**config.mk**
```make
export PLATFORM = sky130hd
export DESIGN_NAME = demod_mode_ctrl
export DESIGN_NICKNAME = d
export VERILOG_FILES = /design/src/rtl/demod_mode_ctrl.sv
export SDC_FILE = /design/constraint.sdc
export NUM_CORES = 1
export LEC_CHECK = 0
export CORE_MARGIN = 2
export CORE_UTILIZATION = 35
export CTS_CLUSTER_DIAMETER = 80
export DETAILED_ROUTE_END_ITERATION = 10
export PLACE_DENSITY = 0.63
export REMOVE_ABC_BUFFERS = 1
export SYNTH_ARGS = -nofsm -noshare
export SYNTH_HDL_FRONTEND = slang
export SYNTH_SLANG_ARGS = --single-unit
```
**constraint.sdc**
```tcl
create_clock -name sys_clk -period 2.06 [get_ports sys_clk]
set_input_delay 0.618 -clock sys_clk [delete_from_list [all_inputs] [get_ports sys_clk]]
set_output_delay 0.618 -clock sys_clk [all_outputs]
set_load 0.02 [all_outputs]
```
**src/rtl/demod_mode_ctrl.sv**
```systemverilog
// Mode-switch sequencer for the demodulator bank: arbitrates manual vs. classifier requests,
// then mutes, switches, flushes and settles before releasing the gated output stream.
module demod_mode_ctrl #(
  parameter int unsigned        MODE_W        = 2,
  parameter logic [MODE_W-1:0]  DEFAULT_MODE  = '0,
  parameter int unsigned        FLUSH_CYCLES  = 256,
  parameter int unsigned        SETTLE_CYCLES = 1024,
  parameter int unsigned        HOLD_CYCLES   = 50000
) (
  input  logic                     sys_clk,
  input  logic                     sys_rst,
  input  logic                     man_req,
  input  logic [MODE_W-1:0]        man_mode,
  input  logic                     auto_req,
  input  logic [MODE_W-1:0]        auto_mode,
  input  logic signed [15:0]       demod_in,
  output logic [MODE_W-1:0]        mode_select,
  output logic                     demod_flush,
  output logic                     mute,
  output logic                     busy,
  output logic                     req_ack,
  output logic [7:0]               switch_cnt,
  output logic signed [15:0]       d_out
);

  localparam logic [MODE_W-1:0] INVALID_MODE = '1;
  localparam int unsigned CNT_MAX = (FLUSH_CYCLES > SETTLE_CYCLES) ? FLUSH_CYCLES : SETTLE_CYCLES;
  localparam int unsigned CNT_W   = $clog2(CNT_MAX + 1);
  localparam int unsigned DWELL_W = $clog2(HOLD_CYCLES + 2);

  typedef enum logic [1:0] {
    StRun    = 2'd0,
    StMute   = 2'd1,
    StFlush  = 2'd2,
    StSettle = 2'd3
  } state_e;

  state_e              state_q, state_d;
  logic [CNT_W-1:0]    cnt_q, cnt_d;
  logic [DWELL_W-1:0]  dwell_q, dwell_d;
  logic [MODE_W-1:0]   target_q, target_d;
  logic [MODE_W-1:0]   mode_q, mode_d;
  logic                pend_valid_q, pend_valid_d;
  logic [MODE_W-1:0]   pend_mode_q, pend_mode_d;
  logic                sw_active_q, sw_active_d;
  logic [7:0]          switch_cnt_q, switch_cnt_d;
  logic                ack_q, ack_d;
  logic                flush_q, mute_q, busy_q;
  logic signed [15:0]  d_out_q;

  logic                man_valid;
  logic                arb_man;
  logic [MODE_W-1:0]   arb_man_mode;
  logic                auto_ok;

  // A fresh valid manual request supersedes whatever is waiting in the pending slot.
  assign man_valid    = man_req && (man_mode != INVALID_MODE);
  assign arb_man      = man_valid || pend_valid_q;
  assign arb_man_mode = man_valid ? man_mode : pend_mode_q;
  assign auto_ok      = auto_req && (auto_mode != INVALID_MODE) && (auto_mode != mode_q) &&
                        (dwell_q == '0);

  always_comb begin
    state_d      = state_q;
    cnt_d        = cnt_q;
    dwell_d      = dwell_q;
    target_d     = target_q;
    mode_d       = mode_q;
    pend_valid_d = pend_valid_q;
    pend_mode_d  = pend_mode_q;
    sw_active_d  = sw_active_q;
    switch_cnt_d = switch_cnt_q;
    ack_d        = 1'b0;

    unique case (state_q)
      StRun: begin
        pend_valid_d = 1'b0;
        if (dwell_q != '0) begin
          dwell_d = dwell_q - DWELL_W'(1);
        end
        if (arb_man) begin
          ack_d = 1'b1;
          if (arb_man_mode != mode_q) begin
            target_d    = arb_man_mode;
            sw_active_d = 1'b1;
            state_d     = StMute;
          end
        end else if (auto_ok) begin
          ack_d       = 1'b1;
          target_d    = auto_mode;
          sw_active_d = 1'b1;
          state_d     = StMute;
        end
      end
      StMute: begin
        mode_d  = target_q;
        cnt_d   = CNT_W'(FLUSH_CYCLES - 1);
        state_d = StFlush;
      end
      StFlush: begin
        if (cnt_q == '0) begin
          cnt_d   = CNT_W'(SETTLE_CYCLES - 1);
          state_d = StSettle;
        end else begin
          cnt_d = cnt_q - CNT_W'(1);
        end
      end
      StSettle: begin
        if (cnt_q == '0) begin
          state_d = StRun;
          dwell_d = DWELL_W'(HOLD_CYCLES);
          // The startup sequence reaches RUN without sw_active set and so is not counted.
          if (sw_active_q) begin
            sw_active_d = 1'b0;
            if (switch_cnt_q != 8'hFF) begin
              switch_cnt_d = switch_cnt_q + 8'd1;
            end
          end
        end else begin
          cnt_d = cnt_q - CNT_W'(1);
        end
      end
      default: begin
        state_d = StFlush;
        cnt_d   = CNT_W'(FLUSH_CYCLES - 1);
      end
    endcase

    if ((state_q != StRun) && man_valid) begin
      pend_valid_d = 1'b1;
      pend_mode_d  = man_mode;
    end
  end

  always_ff @(posedge sys_clk) begin
    if (sys_rst) begin
      state_q      <= StFlush;
      cnt_q        <= CNT_W'(FLUSH_CYCLES - 1);
      dwell_q      <= '0;
      target_q     <= DEFAULT_MODE;
      mode_q       <= DEFAULT_MODE;
      pend_valid_q <= 1'b0;
      pend_mode_q  <= '0;
      sw_active_q  <= 1'b0;
      switch_cnt_q <= '0;
      ack_q        <= 1'b0;
      flush_q      <= 1'b1;
      mute_q       <= 1'b1;
      busy_q       <= 1'b1;
      d_out_q      <= '0;
    end else begin
      state_q      <= state_d;
      cnt_q        <= cnt_d;
      dwell_q      <= dwell_d;
      target_q     <= target_d;
      mode_q       <= mode_d;
      pend_valid_q <= pend_valid_d;
      pend_mode_q  <= pend_mode_d;
      sw_active_q  <= sw_active_d;
      switch_cnt_q <= switch_cnt_d;
      ack_q        <= ack_d;
      flush_q      <= (state_d == StFlush);
      mute_q       <= (state_d != StRun);
      busy_q       <= (state_d != StRun);
      // Gate on the current state so the sample after any non-RUN cycle is an exact zero.
      d_out_q      <= (state_q == StRun) ? demod_in : 16'sd0;
    end
  end

  assign mode_select = mode_q;
  assign demod_flush = flush_q;
  assign mute        = mute_q;
  assign busy        = busy_q;
  assign req_ack     = ack_q;
  assign switch_cnt  = switch_cnt_q;
  assign d_out       = d_out_q;

endmodule

```
## Word-level counts from Yosys, hierarchy flattened

Index checks and enable logic that the tools add are counted.

- Register bits after elaboration: 64
- Bits of input ports: 24
- Output and inout bits: 30
- Logic and storage cells: 79

- $add $sub $neg: 3
- Equal/unequal tests: 15
- Muxes and demuxes: 25
- Bitwise gates (word level): 1
- Reduce and logical (&&, ||, !) cells: 22

Operator list:

| kind | count |
|---|---|
| $pmux W11 S3 | 1 |
| $mux W16 | 2 |
| $pmux W16 S2 | 1 |
| $mux W11 | 2 |
| $mux W2 | 9 |
| $logic_not A16 Y1 | 1 |
| $reduce_bool A16 Y1 | 1 |
| $sub A16 B1 Y16 const B | 1 |
| $logic_not A11 Y1 | 1 |
| $sub A11 B1 Y11 const B | 1 |
| $ne A2 B2 Y1 const B | 5 |
| $reduce_bool A2 Y1 | 5 |
| $add A8 B1 Y8 const B | 1 |
| $mux W1 | 8 |
| $ne A8 B8 Y1 const B | 1 |
| $pmux W2 S4 | 1 |
| $reduce_and A4 Y1 | 2 |
| $eq A2 B2 Y1 const B | 3 |
| $ne A3 B3 Y1 const B | 2 |
| $reduce_and A3 Y1 | 2 |
| $logic_and A1 B1 Y1 | 5 |
| $ne A2 B2 Y1 | 2 |
| $reduce_bool A3 Y1 | 1 |
| $eq A2 B1 Y1 const B | 1 |
| other kinds (7) | 7 |

## Longest topological paths before layout

- Depth after elaboration: 8
- Depth in mapped cells: 9
- Gate-level depth less buffers: 8

## Least setup slack after synthesis

OpenSTA, ideal clock, no wires.

- Kind: reg2reg
- Start: register state_q[0]
- End: register dwell_q[5]
- Arrival: 1849 ps
- Required time: 1922 ps
- Setup slack: 73 ps
- Stages on the path, launching flop included: 10
- Buffers on the path: 1
- Clock period less this slack: 1987 ps
- Path through: dfxtp_1 -> inv_1 -> ha_1 -> buf_4 -> nor2b_1 -> inv_1 -> o2bb2ai_1 -> or3_1 -> xor2_1 -> nor2_1

- Cells in the longest elaborated chain, start to end: 3
- Elaborated cells between the ends (all ways): 7
- Those cells by class: 3 x eq/ne; 1 x mux; 3 x reduce/logical

RTL lines:

| item | line | source |
|---|---|---|
| from (decl) | 38 | `state_e state_q, state_d;` |
| from (signal assigned) | 137 | `state_q <= StFlush;` |
| from (signal assigned) | 152 | `state_q <= state_d;` |
| $eq A2 B2 Y1 / $logic_not A2 Y1 (equally long branches) | 75 | `unique case (state_q)` |
| $ne A2 B2 Y1 (no line) / $reduce_bool A2 Y1 (equally long branches) | -- |  |
| $reduce_and A3 Y1 (no line) | -- |  |
| to (signal assigned) | 154 | `dwell_q <= dwell_d;` |
| to (decl) | 40 | `logic [DWELL_W-1:0] dwell_q, dwell_d;` |

Parallel ways exist; a longest one is shown, timed or not.
A chain may end at the register's enable or synchronous reset.

## Final worst setup path

- Start: register dwell_q[0]
- End: register dwell_q[13]

- Cells in the longest elaborated chain, start to end: 3
- Elaborated cells between the ends (all ways): 6
- Those cells by class: 1 x add/sub; 1 x eq/ne; 2 x mux; 2 x reduce/logical

RTL lines:

| item | line |
|---|---|
| $sub A16 B1 Y16 / $reduce_bool A16 Y1 (equally long branches) | 79, 78 |
| $mux W16 / $ne A2 B2 Y1 (equally long branches) | -- |
| $pmux W16 S2 / $reduce_and A3 Y1 (equally long branches) | -- |

Parallel ways exist; a longest one is shown, timed or not. The select of a mux whose other input is x is not followed.

==> results.json <==
{
  "layout_common_cells": "62 x dfxtp_1, 48 x buf_4, 45 x clkdlybuf4s50_1",
  "grt_pass1_vias": 2369,
  "wirelength_um": 6670,
  "wl_met3_um": 198,
  "leakage_nw": 1.79,
  "timing.final.crit_share": 0.976,
  "io_pins": 54,
  "mostFrequentLayoutCell": "dfxtp_1",
  "top_layer_used": "met4",
  "met2_length_um": 3150,
  "fillers": 741,
  "hold_buffers": 0,
  "areaGrowthSynthToFinish_pct": 43.8,
  "cts_root_buffer": "clkbuf_8",
  "async_reset_ff_frac": 0,
  "fp.coreArea_mm2": 0.00822,
  "dpl.hpwl_um": 4920,
  "yosys_warnings": 0,
  "met1Wirelength_um": 3210,
  "crit_fanout": 4,
  "drt_first_iter_violations": 63,
  "synth_seq_area_share": 0.434,
  "drive_above_1_share": 0.213,
  "clock_latency_ns": 0.34,
  "maxCapViolCount": 0,
  "vias": 2583,
  "synth.distinct_cells": 55,
  "power_frac_seq": 0.306,
  "place.port_buffers": 53,
  "syn_area_mm2": 0.00295,
  "slew_headroom": 0.714,
  "power.density_mw_per_mm2": 1320,
  "die-area_mm2": 0.00919,
  "ys.flop_type": "dfxtp_1",
  "grt_pass1_wl_um": 10900,
  "postPlaceCellArea_mm2": 0.00389,
  "numCtsBuffers": 9,
  "track_usage": 0.152,
  "die_w_um": 95.9,
  "drcViolationCount": 0,
  "tns_ns": 0,
  "avgViaCountPerCell": 4.82,
  "rsz0062_at_grt": "yes",
  "htree_levels": 3,
  "slew_violations": 0,
  "synth_edf_count": 0,
  "pwr-share-clk": 0.212,
  "clock_sinks": 64,
  "grt_max_degree": 17,
  "fin_crit_ns": 2.01,
  "cts_tree": "done",
  "wire_per_inst_um": 12.4,
  "clkTransAtPathRegs_ns": 0.08,
  "p_sw_w": 0.00205,
  "worstMarginPinSlew_ns": 0.425,
  "antenna_cells": 0,
  "std_cell_rows": 33,
  "overflow": 0,
  "initial_core_util": 0.359,
  "final.setup_skew_ns": 0.0117,
  "critPathRequiredTime_ns": 2.34,
  "critPathKind": "flip-flop to flip-flop",
  "switching_share": 0.366,
  "vdd_ir_drop_max_mv": 0.700,
  "ant_nets": 0,
  "synth.avg_cell_area_um2": 9.20,
  "p_int_w": 0.00355,
  "die_y_um": 95.9,
  "nets": 459,
  "cp-start-kind": "flip-flop",
  "crit_arrival_ns": 2.29,
  "drtPass1Iterations": 4,
  "synthCells": 321,
  "clk_path_buf_depth": 2,
  "antenna_found_initial": 0,
  "status": "finished clean",
  "hp-class": "flip-flop to flip-flop",
  "final_hold_viol_count": 0,
  "ff_latch_area_mm2": 0.00128,
  "cp-end-kind": "flip-flop",
  "multiInputGateArea_mm2": 0.00165,
  "pwr-share-comb": 0.482,
  "finalSetupViolCount": 0,
  "max_freq_mhz": 497,
  "design_area_mm2": 0.00425,
  "ys_ff_latch": 64,
  "gp_congestion": 0.881
}
==> synth_stat cells (all sizes together), types with 6 or more instances <==
cell type  instances  area [um^2]
mux2i              7         70.1
ha                 9          113
nand2b             6         37.5
o21ai             11         55.1
a21oi             14         70.1
xor2              12          105
inv               13         48.8
xnor2             12          105
nand2             28          105
nor4               7         65.1
nor2              41          154
and2              18          113
nor3              15         96.4
dfxtp             64         1280
==> per-stage QoR <==
step                total power, W  setup WS (ns)  hold WS, ns  instances   util
floorplan                  0.00319         0.0451        0.451        314      -
finish                     0.00560         0.0486        0.489        536  0.517
detailed placement         0.00414         -0.418        0.482        516  0.473
CTS                        0.00536        0.00188        0.495        532  0.501
global route               0.00601         -0.107        0.531        536  0.517
global placement           0.00413         -0.341        0.470        516  0.473
==> routing by layer <==
metal  vias to the layer above  global-route usage
li1                       1329                   -
met1                      1201               0.206
met2                        42               0.227
met3                        11              0.0407
met4                         0              0.0690
met5                         -                   0
==> power groups by stage <==
| stage | registers (W) | logic, W | clock network (W) |
|---|---|---|---|
| finish | 0.00172 | 0.00270 | 0.00119 |
| global route | 0.00176 | 0.00298 | 0.00127 |
| CTS | 0.00170 | 0.00244 | 0.00121 |
| detailed placement | 0.00172 | 0.00242 | 0 |
| global placement | 0.00172 | 0.00241 | 0 |
| floorplan | 0.00177 | 0.00142 | 0 |
==> critical path, stage by stage (launching register included) <==
cell	delay (ns)
dfxtp_2	0.34
or4_4	0.53
or4_4	0.48
nor3_4	0.16
buf_4	0.14
nand3_2	0.07
xor2_1	0.14
nor2_1	0.09
==> registers in the layout (all words and copies together) (netlist names) <==
| register | flops |
|---|---|
| sw_active_q | 1 |
| dwell_q | 16 |
| cnt_q | 11 |
| state_q | 2 |
| mode_select | 2 |
| switch_cnt | 8 |
| target_q | 2 |
| demod_flush | 1 |
| pend_mode_q | 2 |
| pend_valid_q | 1 |
| d_out | 16 |
| busy | 1 |
| req_ack | 1 |
==> kinds of logic after synthesis <==
| kind of cell | after synthesis | synth area share |
|---|---|---|
| AOI/OAI and AO/OA | 51 | 0.123 |
| xor gates and xnor gates | 24 | 0.0712 |
| adders and majority gates | 9 | 0.0381 |
| buffers and inverters | 20 | 0.0356 |
| DFF | 64 | 0.434 |
| muxes | 9 | 0.0314 |
| and+or+nand+nor | 144 | 0.267 |
==> final cells by class <==
class	instances	share of cell area
Timing Repair Buffer	101	0.214
Clock inverter	6	0.0221
Sequential cell	64	0.302
Multi-Input combinational cell	237	0.389
Clock buffer	10	0.0301
Inverter	13	0.0115
Tap cell	105	0.0309
==> path summary, 6_finish.rpt <==
kind / startpoint / end / slack (ns) / depth (start not counted)
setup / recovery: dwell_q[0]$_SDFFE_PP0P_ / dwell_q[13]$_SDFFE_PP0P_ / 0.05 / 7
hold / removal: target_q[0]$_SDFFE_PP0P_ / target_q[0]$_SDFFE_PP0P_ / 0.49 / 2
setup reg to reg: dwell_q[0]$_SDFFE_PP0P_ / dwell_q[13]$_SDFFE_PP0P_ / 0.05 / 7
hold reg to reg: target_q[0]$_SDFFE_PP0P_ / target_q[0]$_SDFFE_PP0P_ / 0.49 / 2
==> repair_timing <==
action,in CTS,in global routing
endpoints found under the setup margin,10,25
buffers inserted,0,4
pin swaps,0,7
resized for setup,4,22
cloned,0,0
(Power assumes the default switching activity.)
